## src/rtl/sd_sector_reader_pkg.sv

```systemverilog
// Shared constants and types for the SPI-mode SD single-block (CMD17) reader.
// Byte values and error codes mirror the CPU-side firmware headers.
package sd_sector_reader_pkg;

  localparam logic [7:0] CMD17 = 8'h51;
  localparam logic [7:0] TOKEN = 8'hFE;
  localparam logic [7:0] FILL  = 8'hFF;

  localparam logic [1:0] ERR_OK         = 2'd0;
  localparam logic [1:0] ERR_R1_TIMEOUT = 2'd1;
  localparam logic [1:0] ERR_R1_NONZERO = 2'd2;
  localparam logic [1:0] ERR_TOKEN      = 2'd3;

  typedef enum logic [2:0] {
    ST_IDLE, ST_PRE, ST_CMD, ST_R1, ST_TOKEN, ST_DATA, ST_CRC, ST_FIN
  } state_t;

  typedef enum logic [1:0] {X_IDLE, X_XFER, X_GAP} xfer_state_t;

  typedef struct packed {
    state_t      main;
    xfer_state_t xfer;
  } dbg_t;

  // SDHC cards take a sector index, SDSC cards take a byte address.
  function automatic logic [31:0] cmd_arg(input logic [31:0] sector, input bit block_addr);
    return block_addr ? sector : {sector[22:0], 9'b0};
  endfunction

endpackage

```

## src/rtl/sd_sector_reader_if.sv

```systemverilog
// Byte port of the SPI byte/word register engine as seen by the sector reader.
interface sd_sector_reader_if;
  // Handshake: spi_byte_we is the request and is held with spi_di stable until the
  // cycle spi_byte_we && !spi_wait, in which spi_do[7:0] is valid and the byte is
  // taken; spi_byte_we then drops for at least one cycle before the next request.
  logic        spi_byte_we;
  logic [31:0] spi_di;
  logic [31:0] spi_do;
  logic        spi_wait;

  modport master (output spi_byte_we, output spi_di, input spi_do, input spi_wait);
  modport slave  (input spi_byte_we, input spi_di, output spi_do, output spi_wait);
endinterface

```

## src/rtl/sd_sector_reader_byte_xfer.sv

```systemverilog
// One SPI byte exchange: request, completion capture, then a single low cycle
// so the engine sees a fresh rising edge on the next request.
module sd_sector_reader_byte_xfer
  import sd_sector_reader_pkg::*;
(
  input  logic                      clk,
  input  logic                      resetn,
  input  logic                      go,
  input  logic [7:0]                tx,
  output logic                      rdy,
  output logic [7:0]                rx,
  output xfer_state_t               state,
  sd_sector_reader_if.master        spi
);

  xfer_state_t state_d;
  logic [7:0]  tx_q;
  logic        rx_unused;

  always_ff @(posedge clk or negedge resetn) begin
    if (!resetn) begin
      state <= X_IDLE;
      tx_q  <= '0;
    end else begin
      state <= state_d;
      if (go) tx_q <= tx;
    end
  end

  // A new request is accepted straight out of GAP, keeping the low time at one cycle.
  always_comb begin
    state_d = state;
    case (state)
      X_IDLE:  if (go) state_d = X_XFER;
      X_XFER:  if (!spi.spi_wait) state_d = X_GAP;
      X_GAP:   state_d = go ? X_XFER : X_IDLE;
      default: state_d = X_IDLE;
    endcase
  end

  assign spi.spi_byte_we = (state == X_XFER);
  assign spi.spi_di      = {24'd0, tx_q};
  assign rdy             = (state == X_XFER) && !spi.spi_wait;
  assign rx              = spi.spi_do[7:0];
  assign rx_unused       = ^spi.spi_do[31:8];

endmodule

```

## src/rtl/sd_sector_reader.sv

```systemverilog
// CMD17 single-block read sequencer: issues the command, polls R1 and the data
// token, streams 512 data bytes to the consumer and drops the CRC.
module sd_sector_reader
  import sd_sector_reader_pkg::*;
#(
  parameter bit BLOCK_ADDR = 1'b1,
  parameter int R1_POLLS   = 16,
  parameter int TOKEN_MAX  = 65535
) (
  input  logic               clk,
  input  logic               resetn,
  input  logic               start,
  input  logic [31:0]        sector,
  output logic               busy,
  output logic               done,
  output logic               err,
  output logic [1:0]         err_code,
  output logic [7:0]         r1,
  output logic [7:0]         out_data,
  output logic               out_valid,
  input  logic               out_ready,
  sd_sector_reader_if.master spi,
  output dbg_t               dbg
);

  state_t      state_q, state_d;
  xfer_state_t xfer_state;
  logic [15:0] cnt_q, cnt_d;
  logic [31:0] arg_q;
  logic        pending_q;
  logic        go, rdy, fin;
  logic [7:0]  tx, rx;
  logic        err_d, valid_d;
  logic [1:0]  code_d;
  logic [7:0]  r1_d, data_d;

  sd_sector_reader_byte_xfer u_xfer (
    .clk(clk), .resetn(resetn), .go(go), .tx(tx),
    .rdy(rdy), .rx(rx), .state(xfer_state), .spi(spi)
  );

  always_ff @(posedge clk or negedge resetn) begin
    if (!resetn) begin
      state_q   <= ST_IDLE;
      cnt_q     <= '0;
      arg_q     <= '0;
      pending_q <= 1'b0;
      done      <= 1'b0;
      err       <= 1'b0;
      err_code  <= ERR_OK;
      r1        <= '0;
      out_data  <= '0;
      out_valid <= 1'b0;
    end else begin
      state_q   <= state_d;
      cnt_q     <= cnt_d;
      done      <= fin;
      err       <= err_d;
      err_code  <= code_d;
      r1        <= r1_d;
      out_data  <= data_d;
      out_valid <= valid_d;
      if (go) pending_q <= 1'b1;
      else if (rdy) pending_q <= 1'b0;
      if (state_q == ST_IDLE && start) arg_q <= cmd_arg(sector, BLOCK_ADDR);
    end
  end

  always_comb begin
    state_d = state_q;
    cnt_d   = cnt_q;
    err_d   = err;
    code_d  = err_code;
    r1_d    = r1;
    data_d  = out_data;
    valid_d = out_valid;
    fin     = 1'b0;
    tx      = FILL;
    go      = 1'b0;
    case (state_q)
      ST_IDLE: if (start) begin
        state_d = ST_PRE;
        cnt_d   = '0;
        err_d   = 1'b0;
        code_d  = ERR_OK;
      end
      ST_PRE: if (rdy) state_d = ST_CMD;
      ST_CMD: begin
        case (cnt_q[2:0])
          3'd0:    tx = CMD17;
          3'd1:    tx = arg_q[31:24];
          3'd2:    tx = arg_q[23:16];
          3'd3:    tx = arg_q[15:8];
          3'd4:    tx = arg_q[7:0];
          default: tx = FILL;
        endcase
        if (rdy) begin
          if (cnt_q == 16'd5) begin
            state_d = ST_R1;
            cnt_d   = '0;
          end else cnt_d = cnt_q + 16'd1;
        end
      end
      ST_R1: if (rdy) begin
        if (rx != FILL) begin
          r1_d  = rx;
          cnt_d = '0;
          if (rx == 8'h00) state_d = ST_TOKEN;
          else begin
            state_d = ST_FIN;
            err_d   = 1'b1;
            code_d  = ERR_R1_NONZERO;
          end
        end else if (cnt_q == 16'(R1_POLLS - 1)) begin
          state_d = ST_FIN;
          err_d   = 1'b1;
          code_d  = ERR_R1_TIMEOUT;
        end else cnt_d = cnt_q + 16'd1;
      end
      ST_TOKEN: if (rdy) begin
        if (rx == TOKEN) begin
          state_d = ST_DATA;
          cnt_d   = '0;
        end else if (rx != FILL || cnt_q == 16'(TOKEN_MAX - 1)) begin
          state_d = ST_FIN;
          err_d   = 1'b1;
          code_d  = ERR_TOKEN;
        end else cnt_d = cnt_q + 16'd1;
      end
      ST_DATA: begin
        if (rdy) begin
          data_d  = rx;
          valid_d = 1'b1;
        end
        if (out_valid && out_ready) begin
          valid_d = 1'b0;
          cnt_d   = {7'd0, cnt_q[8:0] + 9'd1};
          if (cnt_q[8:0] == 9'h1FF) state_d = ST_CRC;
        end
      end
      ST_CRC: if (rdy) begin
        if (cnt_q == 16'd1) state_d = ST_FIN;
        else cnt_d = cnt_q + 16'd1;
      end
      ST_FIN: if (rdy) begin
        state_d = ST_IDLE;
        fin     = 1'b1;
      end
      default: state_d = ST_IDLE;
    endcase
    // In DATA the next byte may issue in the same cycle the held byte is accepted;
    // the last accepted byte's request is then the first CRC byte (also a filler).
    if (state_q != ST_IDLE && !pending_q)
      go = (state_q == ST_DATA) ? (!out_valid || out_ready) : 1'b1;
  end

  assign busy     = (state_q != ST_IDLE);
  assign dbg.main = state_q;
  assign dbg.xfer = xfer_state;

endmodule

```

## src/flat_wrapper.sv

```systemverilog
// flat-port wrapper written by rule: the top's interface ports become plain ports
module sd_sector_reader_flat import sd_sector_reader_pkg::*;
#(
  parameter bit BLOCK_ADDR = 1'b1,
  parameter int R1_POLLS   = 16,
  parameter int TOKEN_MAX  = 65535
)
  (clk, resetn, start, sector, busy, done, err, err_code, r1, out_data, out_valid, out_ready, dbg, spi_spi_byte_we, spi_spi_di, spi_spi_do, spi_spi_wait);
  sd_sector_reader_if spi_i ();
  input  logic clk;
  input  logic resetn;
  input  logic start;
  input  logic [31:0] sector;
  output logic busy;
  output logic done;
  output logic err;
  output logic [1:0] err_code;
  output logic [7:0] r1;
  output logic [7:0] out_data;
  output logic out_valid;
  input  logic out_ready;
  output dbg_t dbg;
  output wire logic [$bits(spi_i.spi_byte_we)-1:0] spi_spi_byte_we;
  output wire logic [$bits(spi_i.spi_di)-1:0] spi_spi_di;
  input wire logic [$bits(spi_i.spi_do)-1:0] spi_spi_do;
  input wire logic [$bits(spi_i.spi_wait)-1:0] spi_spi_wait;
  assign spi_spi_byte_we = spi_i.spi_byte_we;
  assign spi_spi_di = spi_i.spi_di;
  assign spi_i.spi_do = spi_spi_do;
  assign spi_i.spi_wait = spi_spi_wait;
  sd_sector_reader #(.BLOCK_ADDR(BLOCK_ADDR), .R1_POLLS(R1_POLLS), .TOKEN_MAX(TOKEN_MAX)) u_core (.clk(clk), .resetn(resetn), .start(start), .sector(sector), .busy(busy), .done(done), .err(err), .err_code(err_code), .r1(r1), .out_data(out_data), .out_valid(out_valid), .out_ready(out_ready), .spi(spi_i), .dbg(dbg));
endmodule
```

## config.mk

```make
export PLATFORM = sky130hd
export DESIGN_NAME = sd_sector_reader_flat
export DESIGN_NICKNAME = d
export VERILOG_FILES = /design/src/rtl/sd_sector_reader_pkg.sv /design/src/rtl/sd_sector_reader_if.sv /design/src/rtl/sd_sector_reader_byte_xfer.sv /design/src/rtl/sd_sector_reader.sv /design/src/flat_wrapper.sv
export SDC_FILE = /design/constraint.sdc
export NUM_CORES = 1
export LEC_CHECK = 0
export ABC_AREA = 1
export BUFFER_PORTS_ARGS = -buffer_cell sky130_fd_sc_hd__buf_2
export CAP_MARGIN = 20
export CORE_ASPECT_RATIO = 1.4
export CORE_UTILIZATION = 41
export CTS_BUF_LIST = sky130_fd_sc_hd__clkbuf_8 sky130_fd_sc_hd__clkbuf_16
export CTS_CLUSTER_SIZE = 25
export DETAILED_ROUTE_END_ITERATION = 16
export GPL_TIMING_DRIVEN = 0
export PLACE_DENSITY = 0.69
export SLEW_MARGIN = 10
export SYNTH_ARGS = -nofsm -noshare
export SYNTH_HDL_FRONTEND = slang
export SYNTH_SLANG_ARGS = --single-unit
```

## constraint.sdc

```tcl
create_clock -name clk -period 3 [get_ports clk]
set_input_delay 0.3 -clock clk [delete_from_list [all_inputs] [get_ports clk]]
set_output_delay 0.3 -clock clk [all_outputs]
set_load 0.1 [all_outputs]
```

# After elaboration in Yosys (flattened, before gate mapping)
# Cells that the tools add are included.
[totals]
ff_bits = 83
input_bits = 69
[op_classes]
addsub = 2
n_eq_ne = 41
n_mux = 62
n_reduce_logical = 25
[ops]
columns = ["operator", "count"]
rows = [
  ["two-way mux 16 bit", 12],
  ["one-hot mux 16 bit (6 select lines)", 1],
  ["two-way mux 3 bit", 15],
  ["one-hot mux 8 bit (5 select lines)", 1],
  ["one-hot mux 3 bit (8 select lines)", 1],
  ["two-way mux 2 bit", 11],
  ["inequality test 2 x 1 -> 1 bit, second input constant", 11],
  ["two-way mux 1 bit", 17],
  ["adder 16 x 1 -> 16 bit, second input constant", 1],
  ["== test 16 x 1 -> 1 bit, second input constant", 1],
  ["== test 16 bit, second input constant", 1],
  ["== test 16 x 3 -> 1 bit, second input constant", 1],
  ["== test 16 x 4 -> 1 bit, second input constant", 1],
  ["== test 3 bit, second input constant", 5],
  ["AND reduction 13 bit", 1],
  ["== test 3 x 2 -> 1 bit, second input constant", 4],
  ["one-hot mux 2 bit (3 select lines)", 2],
  ["inequality test 2 bit, second input constant", 5],
  ["AND reduction 10 bit", 1],
  ["adder 9 x 1 -> 9 bit, second input constant", 1],
  ["== test 9 bit, second input constant", 1],
  ["== test 8 bit, second input constant", 1],
  ["zero test 8 bit", 1],
  ["two-way mux 8 bit", 1],
  ["other kinds (19)", 33],
]

# Longest topological paths before layout
[logic_depth]
depth_word = 6
ltp_mapped = 12
depth_no_buf = 12

# Cells and area by module
# Synthesis repeated with hierarchy kept, for this count alone.
[hier_totals]
cells_unflattened = 615
hier_area_um2 = 5052.3
[modules_own_cells]
columns = ["mod", "instances", "cells_each", "area_each_um2", "seq_area_each_um2"]
rows = [
  ["sd_sector_reader", 1, 539, 4413.0, 1826.8],
  ["sd_sector_reader_byte_xfer", 1, 76, 639.4, 250.2],
]

# Worst setup path before layout
# No wires, ideal clock.
[synth_path]
path_type = "register -> register"
start = "reg u_core.state_q[0]"
end = "reg u_core.arg_q[10]"
arrival_ns = 2.793
required_ns = 2.875
path_slack_ns = 0.082
path_stages_with_launch = 7
n_path_buf = 2
synth_period_minus_slack_ns = 2.918
path_cell_list = "dfrtp_1 > buf_2 > nor2_2 > nand2_1 > nor2_1 > buf_2 > mux2_2"
[synth_via]
elab_chain_cells = 2
[synth_rtl]
columns = ["item", "line_no", "source"]
rows = [
  ["from (decl)", "sd_sector_reader.sv:26", "state_t state_q, state_d;"],
  ["from (signal assigned)", "sd_sector_reader.sv:55", "state_q <= state_d;"],
  ["zero test 3 bit", "sd_sector_reader.sv:65", "if (state_q == ST_IDLE && start) arg_q <= cmd_arg(sector, BLOCK_ADDR);"],
  ["logical AND 1 bit", "sd_sector_reader.sv:65", ""],
  ["to (signal assigned)", "sd_sector_reader.sv:65", ""],
  ["to (decl)", "sd_sector_reader.sv:29", "logic [31:0] arg_q;"],
]
# Every way passes these cells.
# A chain may end at the register's enable or synchronous reset.

# Worst setup path in the final report
[layout_path]
start = "reg u_core.cnt_q[0]"
end = "reg u_core.state_q[2]"
[layout_via]
elab_chain_cells = 4
elab_cells_between_ends = 12
cone_classes = "eq/ne (10); reduce/logical (2)"
[layout_rtl]
columns = ["item", "line_no", "source"]
rows = [
  ["from (decl)", "sd_sector_reader.sv:28", "logic [15:0] cnt_q, cnt_d;"],
  ["from (signal assigned)", "sd_sector_reader.sv:56", "cnt_q <= cnt_d;"],
  ["== test 16 bit", "sd_sector_reader.sv:124", "end else if (rx != FILL || cnt_q == 16'(TOKEN_MAX - 1)) begin"],
  ["logical OR 1 bit", "sd_sector_reader.sv:124", ""],
  ["inequality test 3 x 1 -> 1 bit (no source line)", "--", ""],
  ["AND reduction 13 bit (no source line) *", "--", ""],
]
# Every way passes the cells marked *; elsewhere a longest branch is shown, timed or not.

==> results.ini <==
[clock_network]
clock_path_buffers = 2
clock-sinks = 83
path_clk_slew_ns = 0.06
clock_latency_ns = 0.34
cts_htree_levels = 3
cts_tree = yes
cts_root_buffer = clkbuf_16
cts_buffers = 9

[sta]
fin_hold_ws_ns = 0.175
slew_headroom_pct = 63.1
fin_crit_ns = 2.15
worstMarginPinSlew_ns = 0.554
fin_ws_ns = 0.845
slew_violations = 0
hold_violations = 0
finalCritPeriodShare_pct = 71.8
finalClockSkew_ns = 0.00783
fmax_ghz = 0.464
rsz0062_at_grt = false
setup_viol = 0
setup_tns_ns = 0

[floorplanning]
io_pins = 129
die_h_um = 129
die_area_um2 = 11900
core_area_um2 = 11300
dieWidth_um = 92.6
fp-row-count = 46
initial_utilization_pct = 41.8

[flow_run]
max_cap_viol_count = 0

[global_routing]
grt_pass1_vias = 4226
grt-ovfl-total = 0
antenna_found_initial = 0
grt_usage_pct = 21.1
grt_pass1_wl_um = 19700
grt_max_degree = 55

[critical_path]
cp-startpoint = u_core.cnt_q[0]$_DFFE_PN0P_
ff2ff_setup_slack_ns = 0.85
worstSetupEndpoint = u_core.state_q[2]$_DFFE_PN0P_
cp.arrival_ns = 2.43
r2r_cells = 10
max_stage_delay_ns = 0.46
slowest_stage = dfrtp_1
cp.required_ns = 3.28
critPathKind = reg -> reg
critPathLaunchType = flop
reg2reg_to = u_core.state_q[2]$_DFFE_PN0P_
r2r_start = u_core.cnt_q[0]$_DFFE_PN0P_
worstPathCellList = ha_1, nand3_1, nor3_1, ha_1, o21ai_0, nor2_1, o211ai_1, nor2_1, o21ai_0, nand2_1
critPathCaptureType = flop
crit_fanout = 6

[detailed_routing]
wirelength_um = 12600
post_drt_wl_per_cell_um = 14.4
drtAntennaViolNets = 0
drc = 0
dr.pass1.iters = 6
first_iter_violations = 241
viasPerCell = 5.15
vias = 4509

[final_layout]
fillers = 1066
finalNetCount = 801
insertedDiodeCount = 0
area_growth_pct = 21.5
final_cell_mix = nand2_1, buf_2, dfrtp_1
final_common_cell = nand2_1
drive_above_1_share_pct = 21.1

[worst_hold_path]
holdPathStages = 3
hold_path_class = in -> reg

[logic_synthesis]
synth_seq_area_share_pct = 44.0
synth_area_um2 = 4720
yosysWarnings = 0
ys_ff_latch = 83
synth_cell_types = 32
syn_avg_cell_area_um2 = 7.73
synthesis.instances = 610

[status]
status = finished, final reports clean

[pwr]
power_density_nw_per_um2 = 1090
p_total_mw = 6.26
leakagePower_nw = 2.93
vdd_ir_drop_max_uv = 619

[place]
port_buffers = 80
dp_hpwl_um = 9590
dp_worst_setup_slack_ns = 0.883
gp_congestion = 0.950

## sequential cells by signal (all words and copies together) (netlist names)
register and cells:
u_core.arg_q 32, u_core.cnt_q 16, u_core.done 1, u_core.err 1, u_core.err_code 2, u_core.out_data 8, u_core.out_valid 1, u_core.pending_q 1
u_core.r1 8, u_core.state_q 3, u_core.u_xfer.state 2, u_core.u_xfer.tx_q 8
## per-stage QoR
step	instance area, um^2	std cells	utilization (%)
2_1_floorplan	4800	633	-
3_3_place_gp	5380	857	47.7
3_5_place_dp	5410	858	48.0
4_1_cts	5730	875	50.8
5_1_grt	5730	875	50.8
6_report	5730	875	50.8
## worst min path at each step
stage                                        start                                 end  slack, ns
finish                                  sector[29]        u_core.arg_q[29]$_DFFE_PN0P_       0.17
floorplan                                   resetn         u_core.arg_q[0]$_DFFE_PN0P_      0.004
global placement    u_core.out_data[4]$_DFFE_PN0P_      u_core.out_data[4]$_DFFE_PN0P_       0.47
global route                             sector[4]         u_core.arg_q[4]$_DFFE_PN0P_       0.18
detailed placement                          resetn  u_core.u_xfer.state[0]$_DFFE_PN0P_       0.27
CTS                                     sector[29]        u_core.arg_q[29]$_DFFE_PN0P_       0.17
## critical path, delay by kind of cell (launching register included)
kind / cells / cell delay [ns]
simple gates: 5 / 0.80
compound gates: 3 / 0.35
fa+ha+maj: 2 / 0.48
flops: 1 / 0.46
## cells in the mapped netlist, drive strengths merged
cell	count	area [um^2]
buf	33	235
o2111ai	1	8.76
a31oi	6	37.5
o21bai	2	15.0
o22ai	9	56.3
ha	6	75.1
a32oi	4	35.0
nor2	54	228
o21ai	54	270
a21boi	1	7.51
nand4	28	175
inv	77	289
mux2	16	180
nor3	4	20.0
nand3b	1	7.51
a41oi	3	26.3
a21oi	19	95.1
clkbuf	9	33.8
o211ai	2	15.0
nand3	50	260
xor2	2	17.5
conb	1	3.75
dfrtp	83	2080
nand2	145	547
## per-layer routing
metal / global-route usage, % / routed length, um
met1: 23.2 / 5010
met2: 38.7 / 6670
met3: 3.07 / 558
met4: 11.9 / 348
met5: 0 / 0
## final cells by class
type	instances	area [um^2]	area share (%)
flip-flops and latches	83	2080	36.3
multi-input cells	431	2170	37.8
well taps	144	180	3.15
plain buffers	42	269	4.70
inverters	77	289	5.05
clock buffers	11	253	4.41
repair buffers	82	440	7.69
clock inverters	5	52.6	0.917
## repair_timing
| item | CTS | global route |
|---|---|---|
| endpoints found under the setup margin | 0 | 0 |
| hold buffers | 1 | 0 |
| buffers inserted | 0 | 0 |
| endpoints found under the hold margin | 29 | 0 |
| gates resized for setup | 0 | 0 |
## report_power, final
group | switching, mW | internal, mW
logic | 2.64 | 0.745
clock network | 0.437 | 0.686
registers | 0.227 | 1.52
## cell families after synthesis
kind of cell               count (synthesis)  share of synthesized area, %
AOI/OAI and AO/OA                        101                          12.0
xor gates and xnor gates                   2                         0.372
adders and majority gates                  6                          1.59
buffers and inverters                    119                          11.8
DFF                                       83                          44.0
muxes                                     16                          3.82
other                                      1                        0.0795
and+or+nand+nor                          282                          26.2
Power figures use the tool's default switching activity.
